## config.mk

```make
export PLATFORM = sky130hd
export DESIGN_NAME = multicycle_control_fsm_flat
export DESIGN_NICKNAME = d
export VERILOG_FILES = /design/src/rtl/multicycle_control_fsm_if.sv /design/src/rtl/multicycle_control_fsm.sv /design/src/flat_wrapper.sv
export SDC_FILE = /design/constraint.sdc
export NUM_CORES = 1
export LEC_CHECK = 0
export ABC_AREA = 1
export BUFFER_PORTS_ARGS = -buffer_cell sky130_fd_sc_hd__buf_4
export CAP_MARGIN = 20
export CELL_PAD_IN_SITES_DETAIL_PLACEMENT = 0
export CELL_PAD_IN_SITES_GLOBAL_PLACEMENT = 1
export CORE_MARGIN = 3
export CORE_UTILIZATION = 33
export DETAILED_ROUTE_END_ITERATION = 6
export PLACE_DENSITY_LB_ADDON = 0.1
export SLEW_MARGIN = 20
export SYNTH_ARGS = -nofsm -noshare
export SYNTH_HDL_FRONTEND = slang
export SYNTH_SLANG_ARGS = --single-unit
```

## constraint.sdc

```tcl
create_clock -name clk_in -period 1.73 [get_ports clk_in]
set_clock_uncertainty 0.2 [all_clocks]
set_input_delay 0.2595 -clock clk_in [delete_from_list [all_inputs] [get_ports clk_in]]
set_output_delay 0.2595 -clock clk_in [all_outputs]
set_load 0.03 [all_outputs]
```

## src/rtl/multicycle_control_fsm_if.sv

```systemverilog
// Control bundle between the multi-cycle MIPS sequencer (master) and the datapath (slave).
// Signal suffixes are relative to the sequencer.
interface multicycle_control_fsm_if;
   logic [5:0] op_in;
   logic [5:0] func_in;
   logic       zero_in;
   logic       mem_ready_in;
   logic       pc_write_out;
   logic       pc_write_cond_out;
   logic       iord_out;
   logic       mem_read_out;
   logic       mem_write_out;
   logic       ir_write_out;
   logic       mem_to_reg_out;
   logic       reg_dst_out;
   logic       reg_write_out;
   logic       alu_src_a_out;
   logic [1:0] alu_src_b_out;
   logic [1:0] alu_op_out;
   logic [1:0] pc_src_out;
   logic       illegal_op_out;
   logic       mem_err_out;
   logic [3:0] state_out;

   modport master (
      input  op_in, func_in, zero_in, mem_ready_in,
      output pc_write_out, pc_write_cond_out, iord_out, mem_read_out, mem_write_out,
             ir_write_out, mem_to_reg_out, reg_dst_out, reg_write_out, alu_src_a_out,
             alu_src_b_out, alu_op_out, pc_src_out, illegal_op_out, mem_err_out, state_out
   );

   modport slave (
      output op_in, func_in, zero_in, mem_ready_in,
      input  pc_write_out, pc_write_cond_out, iord_out, mem_read_out, mem_write_out,
             ir_write_out, mem_to_reg_out, reg_dst_out, reg_write_out, alu_src_a_out,
             alu_src_b_out, alu_op_out, pc_src_out, illegal_op_out, mem_err_out, state_out
   );
endinterface

```

## src/rtl/multicycle_control_fsm.sv

```systemverilog
// Multi-cycle MIPS control sequencer: shares one ALU and one memory over 3-5 cycles per
// instruction, waits on memory ready with a timeout, and flags illegal opcodes.
module multicycle_control_fsm #(
   parameter int unsigned TIMEOUT = 16,
   parameter int unsigned CNT_W   = 5
) (
   input  logic                     clk_in,
   input  logic                     rst_in,
   multicycle_control_fsm_if.master bus
);
   localparam logic [5:0] OP_RTYPE = 6'b000000;
   localparam logic [5:0] OP_LW    = 6'b100011;
   localparam logic [5:0] OP_SW    = 6'b101011;
   localparam logic [5:0] OP_ADDI  = 6'b001000;
   localparam logic [5:0] OP_BEQ   = 6'b000100;
   localparam logic [5:0] OP_J     = 6'b000010;
   localparam logic [5:0] FN_ADD   = 6'b100000;
   localparam logic [5:0] FN_SUB   = 6'b100010;
   localparam logic [5:0] FN_AND   = 6'b100100;
   localparam logic [5:0] FN_OR    = 6'b100101;
   localparam logic [5:0] FN_SLT   = 6'b101010;

   typedef enum logic [3:0] {
      FETCH  = 4'd0,  DECODE = 4'd1,  MEMADR = 4'd2, MEMRD  = 4'd3,
      MEMWB  = 4'd4,  MEMWR  = 4'd5,  EXEC   = 4'd6, ALUWB  = 4'd7,
      ADDIEX = 4'd8,  ADDIWB = 4'd9,  BRANCH = 4'd10, JUMP  = 4'd11
   } state_t;

   typedef struct packed {
      logic       pc_write;
      logic       pc_write_cond;
      logic       iord;
      logic       mem_read;
      logic       mem_write;
      logic       ir_write;
      logic       mem_to_reg;
      logic       reg_dst;
      logic       reg_write;
      logic       alu_src_a;
      logic [1:0] alu_src_b;
      logic [1:0] alu_op;
      logic [1:0] pc_src;
   } ctrl_t;

   state_t           state_q, state_d;
   logic [CNT_W-1:0] cnt_q, cnt_d;
   ctrl_t            ctrl_q, ctrl_o;
   logic             illegal_q, illegal_d;
   logic             mem_err_q, mem_err_d;
   logic             wait_state, timeout, func_ok, fetch_hit;
   logic             unused_zero;

   // Datapath muxes/enables for a given state; FETCH's IR/PC load is added on ready
   function automatic ctrl_t decode(input state_t s);
      ctrl_t c;
      c = '0;
      case (s)
         FETCH:          begin c.mem_read = 1'b1; c.alu_src_b = 2'b01; end
         DECODE:         c.alu_src_b = 2'b11;
         MEMADR, ADDIEX: begin c.alu_src_a = 1'b1; c.alu_src_b = 2'b10; end
         EXEC:           begin c.alu_src_a = 1'b1; c.alu_op = 2'b10; end
         MEMRD:          begin c.mem_read = 1'b1; c.iord = 1'b1; end
         MEMWR:          begin c.mem_write = 1'b1; c.iord = 1'b1; end
         MEMWB:          begin c.reg_write = 1'b1; c.mem_to_reg = 1'b1; end
         ALUWB:          begin c.reg_write = 1'b1; c.reg_dst = 1'b1; end
         ADDIWB:         c.reg_write = 1'b1;
         BRANCH: begin
            c.alu_src_a     = 1'b1;
            c.alu_op        = 2'b01;
            c.pc_src        = 2'b01;
            c.pc_write_cond = 1'b1;
         end
         JUMP:           begin c.pc_src = 2'b10; c.pc_write = 1'b1; end
         default:        c = '0;
      endcase
      return c;
   endfunction

   // Branch condition is resolved in the datapath through pc_write_cond
   assign unused_zero = bus.zero_in;

   assign func_ok    = bus.func_in inside {FN_ADD, FN_SUB, FN_AND, FN_OR, FN_SLT};
   assign wait_state = (state_q == FETCH) || (state_q == MEMRD) || (state_q == MEMWR);
   assign timeout    = wait_state && !bus.mem_ready_in && (cnt_q == CNT_W'(TIMEOUT - 1));

   // Next state, wait counter and pulse requests
   always_comb begin
      state_d   = state_q;
      cnt_d     = '0;
      illegal_d = 1'b0;
      mem_err_d = 1'b0;
      if (wait_state && !bus.mem_ready_in && !timeout)
         cnt_d = cnt_q + CNT_W'(1);
      case (state_q)
         FETCH:  if (bus.mem_ready_in) state_d = DECODE;
         DECODE: begin
            case (bus.op_in)
               OP_RTYPE: begin
                  if (func_ok) state_d = EXEC;
                  else begin
                     state_d   = FETCH;
                     illegal_d = 1'b1;
                  end
               end
               OP_LW, OP_SW: state_d = MEMADR;
               OP_ADDI:      state_d = ADDIEX;
               OP_BEQ:       state_d = BRANCH;
               OP_J:         state_d = JUMP;
               default: begin
                  state_d   = FETCH;
                  illegal_d = 1'b1;
               end
            endcase
         end
         MEMADR: state_d = (bus.op_in == OP_LW) ? MEMRD : MEMWR;
         MEMRD:  if (bus.mem_ready_in) state_d = MEMWB;
         MEMWR:  if (bus.mem_ready_in) state_d = FETCH;
         EXEC:   state_d = ALUWB;
         ADDIEX: state_d = ADDIWB;
         default: state_d = FETCH;
      endcase
      if (timeout) begin
         state_d   = FETCH;
         mem_err_d = 1'b1;
      end
   end

   // Outputs are registered from the next state so they line up with state_q
   always_ff @(posedge clk_in or posedge rst_in) begin
      if (rst_in) begin
         state_q   <= FETCH;
         cnt_q     <= '0;
         ctrl_q    <= decode(FETCH);
         illegal_q <= 1'b0;
         mem_err_q <= 1'b0;
      end else begin
         state_q   <= state_d;
         cnt_q     <= cnt_d;
         ctrl_q    <= decode(state_d);
         illegal_q <= illegal_d;
         mem_err_q <= mem_err_d;
      end
   end

   // IR/PC load completes in the same cycle memory returns the instruction
   assign fetch_hit = (state_q == FETCH) && bus.mem_ready_in;

   always_comb begin
      ctrl_o          = ctrl_q;
      ctrl_o.ir_write = fetch_hit;
      ctrl_o.pc_write = ctrl_q.pc_write | fetch_hit;
      if (rst_in)
         ctrl_o = '0;
   end

   assign bus.pc_write_out      = ctrl_o.pc_write;
   assign bus.pc_write_cond_out = ctrl_o.pc_write_cond;
   assign bus.iord_out          = ctrl_o.iord;
   assign bus.mem_read_out      = ctrl_o.mem_read;
   assign bus.mem_write_out     = ctrl_o.mem_write;
   assign bus.ir_write_out      = ctrl_o.ir_write;
   assign bus.mem_to_reg_out    = ctrl_o.mem_to_reg;
   assign bus.reg_dst_out       = ctrl_o.reg_dst;
   assign bus.reg_write_out     = ctrl_o.reg_write;
   assign bus.alu_src_a_out     = ctrl_o.alu_src_a;
   assign bus.alu_src_b_out     = ctrl_o.alu_src_b;
   assign bus.alu_op_out        = ctrl_o.alu_op;
   assign bus.pc_src_out        = ctrl_o.pc_src;
   assign bus.illegal_op_out    = illegal_q;
   assign bus.mem_err_out       = mem_err_q;
   assign bus.state_out         = state_q;
endmodule

```

## src/flat_wrapper.sv

```systemverilog
// flat-port wrapper written by rule: the top's interface ports become plain ports
module multicycle_control_fsm_flat 
#(
   parameter int unsigned TIMEOUT = 16,
   parameter int unsigned CNT_W   = 5
)
  (clk_in, rst_in, bus_op_in, bus_func_in, bus_zero_in, bus_mem_ready_in, bus_pc_write_out, bus_pc_write_cond_out, bus_iord_out, bus_mem_read_out, bus_mem_write_out, bus_ir_write_out, bus_mem_to_reg_out, bus_reg_dst_out, bus_reg_write_out, bus_alu_src_a_out, bus_alu_src_b_out, bus_alu_op_out, bus_pc_src_out, bus_illegal_op_out, bus_mem_err_out, bus_state_out);
  multicycle_control_fsm_if bus_i ();
  input  logic clk_in;
  input  logic rst_in;
  input wire logic [$bits(bus_i.op_in)-1:0] bus_op_in;
  input wire logic [$bits(bus_i.func_in)-1:0] bus_func_in;
  input wire logic [$bits(bus_i.zero_in)-1:0] bus_zero_in;
  input wire logic [$bits(bus_i.mem_ready_in)-1:0] bus_mem_ready_in;
  output wire logic [$bits(bus_i.pc_write_out)-1:0] bus_pc_write_out;
  output wire logic [$bits(bus_i.pc_write_cond_out)-1:0] bus_pc_write_cond_out;
  output wire logic [$bits(bus_i.iord_out)-1:0] bus_iord_out;
  output wire logic [$bits(bus_i.mem_read_out)-1:0] bus_mem_read_out;
  output wire logic [$bits(bus_i.mem_write_out)-1:0] bus_mem_write_out;
  output wire logic [$bits(bus_i.ir_write_out)-1:0] bus_ir_write_out;
  output wire logic [$bits(bus_i.mem_to_reg_out)-1:0] bus_mem_to_reg_out;
  output wire logic [$bits(bus_i.reg_dst_out)-1:0] bus_reg_dst_out;
  output wire logic [$bits(bus_i.reg_write_out)-1:0] bus_reg_write_out;
  output wire logic [$bits(bus_i.alu_src_a_out)-1:0] bus_alu_src_a_out;
  output wire logic [$bits(bus_i.alu_src_b_out)-1:0] bus_alu_src_b_out;
  output wire logic [$bits(bus_i.alu_op_out)-1:0] bus_alu_op_out;
  output wire logic [$bits(bus_i.pc_src_out)-1:0] bus_pc_src_out;
  output wire logic [$bits(bus_i.illegal_op_out)-1:0] bus_illegal_op_out;
  output wire logic [$bits(bus_i.mem_err_out)-1:0] bus_mem_err_out;
  output wire logic [$bits(bus_i.state_out)-1:0] bus_state_out;
  assign bus_i.op_in = bus_op_in;
  assign bus_i.func_in = bus_func_in;
  assign bus_i.zero_in = bus_zero_in;
  assign bus_i.mem_ready_in = bus_mem_ready_in;
  assign bus_pc_write_out = bus_i.pc_write_out;
  assign bus_pc_write_cond_out = bus_i.pc_write_cond_out;
  assign bus_iord_out = bus_i.iord_out;
  assign bus_mem_read_out = bus_i.mem_read_out;
  assign bus_mem_write_out = bus_i.mem_write_out;
  assign bus_ir_write_out = bus_i.ir_write_out;
  assign bus_mem_to_reg_out = bus_i.mem_to_reg_out;
  assign bus_reg_dst_out = bus_i.reg_dst_out;
  assign bus_reg_write_out = bus_i.reg_write_out;
  assign bus_alu_src_a_out = bus_i.alu_src_a_out;
  assign bus_alu_src_b_out = bus_i.alu_src_b_out;
  assign bus_alu_op_out = bus_i.alu_op_out;
  assign bus_pc_src_out = bus_i.pc_src_out;
  assign bus_illegal_op_out = bus_i.illegal_op_out;
  assign bus_mem_err_out = bus_i.mem_err_out;
  assign bus_state_out = bus_i.state_out;
  multicycle_control_fsm #(.TIMEOUT(TIMEOUT), .CNT_W(CNT_W)) u_core (.clk_in(clk_in), .rst_in(rst_in), .bus(bus_i));
endmodule
```

# Word level (Yosys, flattened, before mapping)
# Index checks and enable logic that the tools add are counted.
# totals
regBits	26
elab_cells	91
# classes
add_sub_neg	1
n_eq_ne	28
n_mux	26
n_bitwise	1
n_reduce_logical	19
# ops
op	n
6-bit equality test (second input constant)	7
4-bit one-hot mux with 7 select lines	1
4-bit by 3-bit equality test with 1-bit output (second input constant)	6
4-bit equality test (second input constant)	5
4-bit one-hot mux with 5 select lines	1
4-bit by 2-bit equality test with 1-bit output (second input constant)	4
16-bit 2-to-1 mux	1
4-bit 2-to-1 mux	4
1-bit 2-to-1 mux	12
4-bit by 1-bit equality test with 1-bit output (second input constant)	2
4-bit zero test	2
2-bit one-hot mux with 2 select lines	2
2-bit OR reduction	4
6-bit by 2-bit equality test with 1-bit output (second input constant)	1
6-bit by 3-bit equality test with 1-bit output (second input constant)	1
6-bit by 4-bit equality test with 1-bit output (second input constant)	1
6-bit zero test	1
3-bit 2-to-1 mux	2
2-bit one-hot mux with 3 select lines	1
5-bit by 1-bit adder with 5-bit output (second input constant)	1
5-bit by 4-bit equality test with 1-bit output (second input constant)	1
5-bit 2-to-1 mux	1
5-bit nonzero test	1
5-bit OR reduction	1
other kinds (7)	12

# Longest topological paths before layout
# depth
ltp_word	9
ltp_mapped	13
ltp_nobuf	13

# Worst setup path after synthesis
# OpenSTA, ideal clock, no wires.
# synth_path
path_type	register -> output
start	register u_core.state_q[3], in the netlist u_core.bus.state_out[3]
end	output bus_pc_write_out
arrival_time_ns	1.603
slack_ns	-0.332
stages_incl_launch_ff	4
path_buffers	0
path_cell_list	dfrtp_1 nor2_2 nand3_1 o21ai_0
# synth_between
elab_chain_len	4
# synth_rtl
item	line	source
start, declared	multicycle_control_fsm.sv:45	state_t state_q, state_d;
start signal, assigned	multicycle_control_fsm.sv:137	state_q <= state_d;
4-bit zero test	multicycle_control_fsm.sv:146	assign fetch_hit = (state_q == FETCH) && bus.mem_ready_in;
1-bit logical AND	multicycle_control_fsm.sv:146	
1-bit OR	multicycle_control_fsm.sv:151	ctrl_o.pc_write = ctrl_q.pc_write | fetch_hit;
16-bit 2-to-1 mux	multicycle_control_fsm.sv:152	if (rst_in)
end, declared	flat_wrapper.sv:15	output wire logic [$bits(bus_i.pc_write_out)-1:0] bus_pc_write_out;
# No other way between the ends.

# Final worst setup path
# layout_path
start	register u_core.state_q[2], in the netlist u_core.bus.state_out[2]
end	output bus_pc_write_out
# The elaborated chain is that of the path after synthesis.

==> results.toml <==
[placed_design]
dp_cells = 280
place_congestion = 0.760
portBuffers = 36
post-dp-hpwl_mm = 2.42

[clock_tree]
htreeDepth = 1
cts_tree = "done"
cts_sinks = 24
path_clk_slew_ps = 80
cts_root_buf = "clkbuf_8"
clk_latency_ps = 260
numCtsBuffers = 3
cts.path.max_buffers = 2

[run]
drv_cap = 0

[synthesis]
syn_area_um2 = 1390
ys.flop_type = "dfrtp_1"
ys_top_cells_by_area = "dfrtp_1 40%, inv_1 10%, nor2_1 8.4%"
synth_edf_count = 0
synth_cells = 184
syn_nets = 202
yosysWarningCount = 0
synth_cell_types = 25
yosysTopAreaCell = "dfrtp_1"
ys_seq_area_frac = 0.434
synth_area_per_cell_um2 = 7.55
yosysTopAreaCellShare = 0.396
async_flop_share = 1.00
synth_seq_cells = 24

[power]
leakage_nw = 1.19
internal-power_w = 0.00124
p_sw_frac = 0.355
power_frac_comb = 0.455
clockPowerShare = 0.187
share_seq_of_total_power = 0.358
power_density_nw_per_um2 = 900
p_switching_w = 0.000683
vdd_drop_max_v = 0.000557

[worst_setup_path]
cp.required_ps = 1270
critPathKind = "reg2out"
r2r_slack_ps = -90
cp_max_fo = 3
start_kind = "register"
cp.arrival_ps = 1390
end_kind = "output pin"

[cells_and_area]
fin_cells = 299
layout_common_cells = "58 x buf_4, 35 x inv_1, 26 x nor2_1"
drive_gt1_frac = 0.518
syn_to_final_growth_pct = 53.9
n_fill_cell = 368
n_antenna_cell = 0
nNetsFinal = 270
mostFrequentLayoutCell = "buf_4"

[timing]
slew_headroom = 0.806
hold_slack_ps = 113
max_freq_ghz = 0.539
setup_viol = 7
finalHoldViolations = 0
worst-slew-pin-transition_ps = 291
rsz0062_at_grt = "true"
fin_crit_ps = 1850
slew_violations = 0
setup_ws_ps = -124
layout_worst_path_cycle_share = 1.07

[run_status]
outcome = "finished with violations"
failed_checks = "negative setup slack"

[floorplan]
die_w_um = 70.9
io_pins = 38
die_area_um2 = 5030
fp.coreArea_um2 = 3850
start_util = 0.361
fp.dieH_um = 70.9
std_cell_rows = 22

[drt]
routed_wl_mm = 3.19
drt-vias-per-instance = 4.41
drcViolationCount = 0
post_drt_wl_per_cell_um = 10.7
dr.pass1.iters = 4
vias = 1318
drt.antenna.violating_nets = 0
drt_iter0_drc = 29

[global_routing]
grt_usage = 0.126
grt_pass1_wl_mm = 5.20
grt.overflow.total = 0
antenna_found_initial = 0
grt_max_degree = 25
grt_pass1_vias = 1230

[worst_hold_path]
min_path_type = "in2reg"
path summary, 6_finish.rpt:
path,from,to,cells past startpoint
max,u_core.bus.state_out[2],bus_pc_write_out,5
min,bus_op_in[2],u_core.ctrl_q[15],4
max reg2reg,u_core.bus.state_out[2],u_core.ctrl_q[6],10
min reg2reg,u_core.cnt_q[3],u_core.cnt_q[3],2
max in group asynchronous,rst_in,u_core.ctrl_q[4],4
min in group asynchronous,rst_in,u_core.ctrl_q[13],4
per-layer routing:
metal  vias to the layer above  track usage  part of all wire  wire length (µm)
li1                        691            -                 -                 -
met1                       594        0.172              0.46              1470
met2                        27        0.211              0.49              1570
met3                         6       0.0128             0.032               102
met4                         0       0.0376             0.016                50
met5                         -            0                 0                 0
timing repair:
item / in CTS / in global routing
setup buffers: 8 / 6
resized for setup: 13 / 24
setup endpoints to repair: 9 / 11
pin swaps: 4 / 15
endpoints found under the hold margin: 22 / 0
hold buffers: 1 / 0
power groups by stage:
stage                     clock (W)  combinational (W)  sequential, W
after floorplan                   0           0.000368       0.000750
after global placement            0           0.000661       0.000705
after detailed placement          0           0.000666       0.000707
after CTS                  0.000374           0.000776       0.000687
after global routing       0.000394           0.000952       0.000697
final                      0.000361           0.000876       0.000689
cell usage after synthesis, types with 2 or more instances:
| master | count |
|---|---|
| inv_1 | 37 |
| nor2_1 | 31 |
| nand2_1 | 23 |
| dfrtp_1 | 22 |
| nand3_1 | 14 |
| nor2_2 | 11 |
| nand2_2 | 9 |
| inv_2 | 7 |
| nand4_1 | 5 |
| nand3_2 | 3 |
| a21oi_1 | 2 |
| buf_4 | 2 |
| dfstp_2 | 2 |
| ha_1 | 2 |
| nor2_4 | 2 |
| nor3_1 | 2 |
| o21ai_0 | 2 |
metrics by stage:
step / power, W / setup slack, ps / TNS (ps) / area (µm²) / utilization
5_1_grt: 0.00204 / -196 / -1230 / 2140 / 0.555
4_1_cts: 0.00184 / -105 / -330 / 2010 / 0.521
2_1_floorplan: 0.00112 / 26.1 / 0 / 1400 / -
3_3_place_gp: 0.00137 / -46.2 / -105 / 1830 / 0.474
3_5_place_dp: 0.00137 / -78.3 / -246 / 1830 / 0.474
6_report: 0.00193 / -124 / -487 / 2140 / 0.555
kinds of logic after synthesis:
family	Yosys count	share of synthesized area
adder cells (fa/ha/maj)	2	0.0180
AND/OR/NAND/NOR	105	0.386
XOR/XNOR	1	0.00630
buffers and inverters	47	0.132
AO/OA/AOI/OAI	5	0.0234
flip-flops	24	0.434
layout make-up:
type / instances / area [µm²] / share of cell area
repair buffers: 66 / 524 / 0.245
inverters: 44 / 168 / 0.0784
flip-flops and latches: 24 / 608 / 0.284
clock buffers: 4 / 55.1 / 0.0257
multi-input cells: 113 / 724 / 0.339
well taps: 48 / 60.1 / 0.0281
critical path, cell delays in order, from the launching register on:
cell and delay, ps:
dfrtp_2 470, nor2_4 170, nand3_4 100, buf_6 130
o21ai_2 110, buf_6 140
flip-flops by register name, indices dropped and copies added (netlist names):
| register | flops |
|---|---|
| u_core.bus.illegal_op_out | 1 |
| u_core.ctrl_q | 13 |
| u_core.bus.mem_err_out | 1 |
| u_core.bus.state_out | 4 |
| u_core.cnt_q | 5 |
Note: power is estimated with default switching activity, not from simulation.
